## src/rtl/uart_frame_rx_pkg.sv

```systemverilog
// Shared types and constants for the fabric-side UART receiver.
// The parity option is selected by the UART_FRAME_RX_PARITY_EN macro.
package uart_frame_rx_pkg;

   localparam int unsigned DATA_BITS = 8;
   localparam int unsigned BIT_CNT_W = $clog2(DATA_BITS);

   // ST_ prefix keeps the DATA literal clear of the DATA output port
   typedef enum logic [2:0] {
      ST_IDLE,
      ST_START,
      ST_DATA,
      ST_PARITY,
      ST_STOP,
      ST_BRK_WAIT
   } state_t;

endpackage

```

## src/rtl/uart_rx_fifo.sv

```systemverilog
// Show-ahead receive FIFO; pointers carry one extra wrap bit to tell full from empty.
// A push into a full FIFO is accepted only when a pop happens in the same cycle.
module uart_rx_fifo #(
   parameter int unsigned DEPTH = 4,
   parameter int unsigned WIDTH = 8
) (
   input  logic             clk,
   input  logic             rst,
   input  logic             push,
   input  logic [WIDTH-1:0] wdata,
   output logic             full,
   input  logic             pop,
   output logic             empty,
   output logic [WIDTH-1:0] rdata
);

   localparam int unsigned AW = $clog2(DEPTH);

   logic [WIDTH-1:0] mem [DEPTH];
   logic [AW:0]      wptr;
   logic [AW:0]      rptr;
   logic             do_push;
   logic             do_pop;

   assign empty   = (wptr == rptr);
   assign full    = (wptr[AW] != rptr[AW]) && (wptr[AW-1:0] == rptr[AW-1:0]);
   assign do_push = push && (!full || pop);
   assign do_pop  = pop && !empty;
   assign rdata   = empty ? '0 : mem[rptr[AW-1:0]];

   always_ff @(posedge clk or posedge rst) begin
      if (rst) begin
         wptr <= '0;
         rptr <= '0;
      end else begin
         if (do_push) wptr <= wptr + 1'b1;
         if (do_pop)  rptr <= rptr + 1'b1;
      end
   end

   always_ff @(posedge clk) begin
      if (do_push) mem[wptr[AW-1:0]] <= wdata;
   end

endmodule

```

## src/rtl/uart_frame_rx.sv

```systemverilog
// UART receiver: 2-FF synchroniser, mid-bit sampling FSM and show-ahead byte FIFO.
// Define UART_FRAME_RX_PARITY_EN to expect a parity bit after bit 7 (polarity from PARITY_ODD).
module uart_frame_rx
   import uart_frame_rx_pkg::*;
#(
   parameter int BAUD_DIV   = 434,
   parameter int FIFO_DEPTH = 4,
   parameter int PARITY_ODD = 0
) (
   input  logic       CLK,
   input  logic       RESET,
   input  logic       RX,
   output logic [7:0] DATA,
   output logic       DATA_VALID,
   input  logic       DATA_READY,
   output logic       FRAME_ERR,
   output logic       PARITY_ERR,
   output logic       OVERFLOW,
   input  logic       ERR_CLR
);

   localparam int unsigned CNT_W = $clog2(BAUD_DIV);
   localparam logic [CNT_W-1:0] HALF_LOAD = CNT_W'(BAUD_DIV / 2 - 1);
   localparam logic [CNT_W-1:0] FULL_LOAD = CNT_W'(BAUD_DIV - 1);
   localparam logic [BIT_CNT_W-1:0] LAST_BIT = BIT_CNT_W'(DATA_BITS - 1);

   state_t               state;
   state_t               state_next;
   logic                 rx_meta;
   logic                 rx_s;
   logic [CNT_W-1:0]     cnt;
   logic                 tick;
   logic                 load_half;
   logic                 load_full;
   logic [BIT_CNT_W-1:0] bit_cnt;
   logic [7:0]           shreg;
   logic                 mismatch;
   logic                 push;
   logic                 ferr_set;
   logic                 perr_set;
   logic                 pop;
   logic                 fifo_full;
   logic                 fifo_empty;

   assign tick       = (cnt == '0);
   assign pop        = DATA_VALID && DATA_READY;
   assign DATA_VALID = !fifo_empty;

   always_ff @(posedge CLK or posedge RESET) begin
      if (RESET) state <= ST_IDLE;
      else       state <= state_next;
   end

   always_comb begin
      state_next = state;
      load_half  = 1'b0;
      load_full  = 1'b0;
      case (state)
         ST_IDLE: if (!rx_s) begin
            state_next = ST_START;
            load_half  = 1'b1;
         end
         ST_START: if (tick) begin
            if (!rx_s) begin
               state_next = ST_DATA;
               load_full  = 1'b1;
            end else begin
               state_next = ST_IDLE;
            end
         end
         ST_DATA: if (tick) begin
            load_full = 1'b1;
`ifdef UART_FRAME_RX_PARITY_EN
            if (bit_cnt == LAST_BIT) state_next = ST_PARITY;
`else
            if (bit_cnt == LAST_BIT) state_next = ST_STOP;
`endif
         end
         ST_PARITY: if (tick) begin
            load_full  = 1'b1;
            state_next = ST_STOP;
         end
         ST_STOP: if (tick) state_next = rx_s ? ST_IDLE : ST_BRK_WAIT;
         ST_BRK_WAIT: if (rx_s) state_next = ST_IDLE;
         default: state_next = ST_IDLE;
      endcase
   end

   always_comb begin
      push     = 1'b0;
      ferr_set = 1'b0;
      perr_set = 1'b0;
      if (state == ST_STOP && tick) begin
         push     = rx_s && !mismatch;
         ferr_set = !rx_s;
         perr_set = mismatch;
      end
   end

   always_ff @(posedge CLK or posedge RESET) begin
      if (RESET) begin
         rx_meta   <= 1'b1;
         rx_s      <= 1'b1;
         cnt       <= '0;
         bit_cnt   <= '0;
         shreg     <= '0;
         FRAME_ERR <= 1'b0;
         OVERFLOW  <= 1'b0;
      end else begin
         rx_meta   <= RX;
         rx_s      <= rx_meta;
         FRAME_ERR <= ferr_set;
         if (load_half)      cnt <= HALF_LOAD;
         else if (load_full) cnt <= FULL_LOAD;
         else if (!tick)     cnt <= cnt - 1'b1;
         if (state == ST_START && tick) bit_cnt <= '0;
         else if (state == ST_DATA && tick) begin
            bit_cnt <= bit_cnt + 1'b1;
            shreg   <= {rx_s, shreg[7:1]};
         end
         // a new overflow takes priority over a coincident clear
         if (push && fifo_full && !pop) OVERFLOW <= 1'b1;
         else if (ERR_CLR)              OVERFLOW <= 1'b0;
      end
   end

`ifdef UART_FRAME_RX_PARITY_EN
   always_ff @(posedge CLK or posedge RESET) begin
      if (RESET) begin
         mismatch   <= 1'b0;
         PARITY_ERR <= 1'b0;
      end else begin
         PARITY_ERR <= perr_set;
         if (state == ST_START && tick) mismatch <= 1'b0;
         else if (state == ST_PARITY && tick)
            mismatch <= (rx_s != ((^shreg) ^ 1'(PARITY_ODD)));
      end
   end
`else
   assign mismatch   = 1'b0;
   assign PARITY_ERR = 1'b0;
`endif

   uart_rx_fifo #(
      .DEPTH (FIFO_DEPTH),
      .WIDTH (8)
   ) u_fifo (
      .clk   (CLK),
      .rst   (RESET),
      .push  (push),
      .wdata (shreg),
      .full  (fifo_full),
      .pop   (pop),
      .empty (fifo_empty),
      .rdata (DATA)
   );

endmodule

```

## config.mk

```make
export PLATFORM = sky130hd
export DESIGN_NAME = uart_frame_rx
export DESIGN_NICKNAME = d
export VERILOG_FILES = /design/src/rtl/uart_frame_rx_pkg.sv /design/src/rtl/uart_rx_fifo.sv /design/src/rtl/uart_frame_rx.sv
export SDC_FILE = /design/constraint.sdc
export NUM_CORES = 1
export LEC_CHECK = 0
export CAP_MARGIN = 20
export CORE_MARGIN = 1.5
export CORE_UTILIZATION = 40
export DETAILED_ROUTE_END_ITERATION = 8
export PLACE_DENSITY = 0.59
export SLEW_MARGIN = 20
export SYNTH_ARGS = -nofsm -noshare
export SYNTH_HDL_FRONTEND = slang
export SYNTH_SLANG_ARGS = --single-unit
export TNS_END_PERCENT = 1
```

## constraint.sdc

```tcl
create_clock -name CLK -period 8.2 [get_ports CLK]
set_clock_uncertainty 0.1 [all_clocks]
set_input_delay 1.64 -clock CLK [delete_from_list [all_inputs] [get_ports CLK]]
set_output_delay 1.64 -clock CLK [all_outputs]
set_load 0.005 [all_outputs]
```

==> flow_summary.rst <==
.. list-table::
   :header-rows: 1

   * - Metric
     - Value
   * - Status
     - complete, no violations
   * - DRC violations left
     - 0
   * - Type of origin of the critical path
     - flop
   * - Wire length of the first global-routing pass
     - 8.155 mm
   * - Maximum number of pins on one net before global-route repair
     - 34
   * - Maximum root-to-sink buffer count
     - 2
   * - Setup fix buffers added after clock tree synthesis
     - 0
   * - Synthesis-stage register bit count
     - 65
   * - WP data arrival
     - 2.29 ns
   * - Count of cells resized by post-cts repair
     - 0
   * - Filler instances
     - 618
   * - Register clock-pin slew on the reported worst setup and hold paths
     - 0.07 ns
   * - Die Height
     - 88.43 µm
   * - Number of nets still failing antenna checks after routing
     - 0
   * - Sink count of the clock tree
     - 65
   * - Cell count after synthesis
     - 208
   * - Chip Width
     - 88.43 µm
   * - Slew headroom
     - 33.59%
   * - Cell Pwr Density
     - 185.0 nW/µm²
   * - Initial antenna violation count
     - 0
   * - Area added between synthesis and finish
     - 14.87%
   * - Final setup violation count
     - 0
   * - Setup repair after global routing missed its margin
     - no
   * - Core Region
     - 6907 µm²
   * - Min Tclk post-route
     - 4.026 ns
   * - IO Pins
     - 17
   * - DRC violation total after the first TritonRoute iteration
     - 61
   * - Transition time at the pin with the least slew margin
     - 0.9936 ns
   * - Number of buffers inserted by port buffering
     - 15
   * - TritonCTS clock tree
     - yes
   * - Layout net count
     - 237
   * - Primary flip-flop cell chosen by synthesis mapping
     - edfxtp_1
   * - Final Hold Violating Endpoints
     - 0
   * - Global routing usage summed across all routing layers
     - 14.09%
   * - Worst Path Max Fanout
     - 11
   * - Fraction of layout instances using a drive strength above 1
     - 20.52%
   * - H-tree Lvls
     - 3
   * - Required time at the endpoint of the critical path
     - 6.46 ns
   * - Synthesized net count
     - 221
   * - Critical path type
     - flop to output port
   * - Clock root buffer master
     - clkbuf_8
   * - Total via count in the routed design
     - 1,680
   * - Mapped Area
     - 2919 µm²
   * - Number of buffers inserted during clock tree synthesis
     - 9
   * - Weighted congestion reported at the end of routability-driven placement
     - 0.7810
   * - Clock latency of the later-clocked register in the worst-skew pair
     - 0.34 ns
   * - First-pass iteration count of the detailed router
     - 4
   * - Total Wirelength
     - 4.770 mm
   * - Placed wire-length estimate
     - 3.150 mm
   * - Max Clock Freq
     - 0.2484 GHz
   * - Share of synthesized flip-flops with an asynchronous set or reset
     - 50.77%
   * - Worst hold slack
     - 0.2593 ns
   * - Critical path capture point type
     - output port
   * - Number of unique standard cell types used by synthesis
     - 45
   * - Number of enable flip-flop cells after synthesis
     - 32
   * - Full die area
     - 7819 µm²
   * - Summed negative setup slack over all endpoints
     - 0 ns
   * - Total global routing overflow
     - 0
   * - MaxCap Viol Count
     - 0
   * - Post-synthesis sequential area ratio
     - 61.29%
   * - Post-layout util
     - 48.55%
   * - Vias in the first global route
     - 1,698
   * - Quantity of hold-fixing buffers added after cts
     - 0
   * - Inserted Diodes
     - 0
   * - Count of pins over their slew limit
     - 0
   * - Hold crit path type
     - flop to flop
   * - Vias per cell
     - 5.169
   * - Worst-case vdd ir drop
     - 94.84 µV
   * - Fraction of the cycle the final worst path needs
     - 49.10%
   * - Routed wirelength normalized by instance count
     - 14.68 µm
   * - Count of yosys warnings during synthesis
     - 0
   * - Starting Density
     - 42.26%
   * - Synthesized area per cell
     - 14.03 µm²
   * - Static power due to leakage
     - 1.365 nW
   * - Number of cell rows
     - 30
==> registers in the layout, indices dropped and copies added (netlist names), 3 cells and up <==
name and flops:
u_fifo.mem 32, cnt 9, bit_cnt 3, u_fifo.wptr 3
u_fifo.rptr 3, state 3, shreg 8
==> through the flow <==
step	total power [W]	worst slack, ns	instance area (µm²)	instances
finish	0.0006204	4.174	3353	325
global route	0.0006431	3.955	3353	325
CTS	0.0006284	4.047	3353	325
detailed placement	0.0003552	4.324	3151	309
global placement	0.0003550	4.398	3151	309
floorplan	0.0003517	4.805	2919	208
==> cell usage in the layout (no fill, tap or decap), types with 3 or more instances in the layout <==
cell	n
a211oi_1	3
a21oi_1	6
and2_1	11
clkbuf_8	9
clkdlybuf4s50_1	15
clkinvlp_4	3
dfrtp_1	31
edfxtp_1	32
ha_1	8
inv_1	7
mux2_2	10
mux4_2	8
nand2_1	8
nand3_1	10
nand4_1	3
nor2_1	9
nor3_1	3
o21ai_0	4
o31ai_1	5
xnor2_1	5
xor2_1	3
==> kinds of logic (layout without fill, tap and decap cells) <==
| logic type | Yosys count | count (layout) | synth area share, % |
|---|---|---|---|
| buf+inv | 18 | 39 | 2.700 |
| mux | 19 | 19 | 10.37 |
| simple gates | 65 | 65 | 14.19 |
| compound gates | 24 | 24 | 5.487 |
| flops | 65 | 65 | 61.29 |
| other cells | 1 | 1 | 0.1285 |
| xor+xnor | 8 | 8 | 2.400 |
| fa+ha+maj | 8 | 8 | 3.429 |
==> report_power, final <==
group | switching, W | total (W) | internal, W | leakage (nW)
clock network | 0.000130 | 0.000273 | 0.000143 | 0.0925
registers | 0.000000701 | 0.000341 | 0.000340 | 0.808
logic | 0.00000415 | 0.00000671 | 0.00000255 | 0.464
==> path summary, 6_finish.rpt <==
check                               start          endpoint  slack (ns)  cells past startpoint
hold reg to reg                   rx_meta              rx_s        0.26                      0
setup / recovery           u_fifo.rptr[0]           DATA[3]        4.17                      4
min in group asynchronous           RESET        bit_cnt[0]        1.59                      3
hold / removal                    rx_meta              rx_s        0.26                      0
max in group asynchronous           RESET              rx_s        6.08                      3
setup reg to reg                   cnt[0]  u_fifo.mem[0][6]        5.23                      5
==> cell type report <==
| type | count | area [µm²] | area share [%] |
|---|---|---|---|
| Tap cell | 96 | 120.1 | 3.582 |
| Multi-Input combinational cell | 125 | 1057 | 31.53 |
| Clock inverter | 7 | 78.83 | 2.351 |
| Sequential cell | 65 | 1789 | 53.36 |
| Clock buffer | 9 | 123.9 | 3.694 |
| Inverter | 7 | 26.28 | 0.7836 |
| Timing Repair Buffer | 16 | 157.7 | 4.701 |
==> worst max-delay path: stages (launching register included) <==
cell and delay, ns:
dfrtp_1 0.74, xnor2_1 0.20, nand3b_1 0.31, and2_1 0.26
clkdlybuf4s50_1 0.44
==> routing by layer <==
metal / up-vias / global-route usage, % / share of wire (%)
met3: 11 / 3.638 / 2.3
met5: - / 0 / 0
li1: 798 / - / -
met2: 27 / 22.48 / 47
met4: 0 / 6.250 / 1.8
met1: 844 / 18.24 / 49
==> cell usage after synthesis, types with 2 or more instances <==
| library cell | number | area, µm² |
|---|---|---|
| nand3b_1 | 2 | 15.01 |
| o21a_1 | 2 | 15.01 |
| or3_4 | 2 | 22.52 |
| xor2_1 | 3 | 26.28 |
| nor3_1 | 3 | 15.01 |
| o21ai_0 | 4 | 20.02 |
| inv_1 | 7 | 26.28 |
| edfxtp_1 | 32 | 960.9 |
| buf_2 | 3 | 15.01 |
| nor4_1 | 2 | 12.51 |
| xnor2_1 | 5 | 43.79 |
| ha_1 | 8 | 100.1 |
| dfrtp_1 | 31 | 775.7 |
| mux4_2 | 8 | 180.2 |
| nand2_1 | 8 | 30.03 |
| and2_1 | 11 | 68.82 |
| nand3_1 | 10 | 50.05 |
| o2111ai_1 | 2 | 17.52 |
| buf_4 | 2 | 15.01 |
| dfstp_2 | 2 | 52.55 |
| nor2_1 | 9 | 33.78 |
| nor2b_1 | 2 | 12.51 |
| a21oi_1 | 6 | 30.03 |
| nand4_1 | 3 | 18.77 |
| a211oi_1 | 3 | 22.52 |
| clkbuf_1 | 6 | 22.52 |
| o31ai_1 | 5 | 37.54 |
| mux2_2 | 10 | 112.6 |
(Power assumes the default switching activity.)
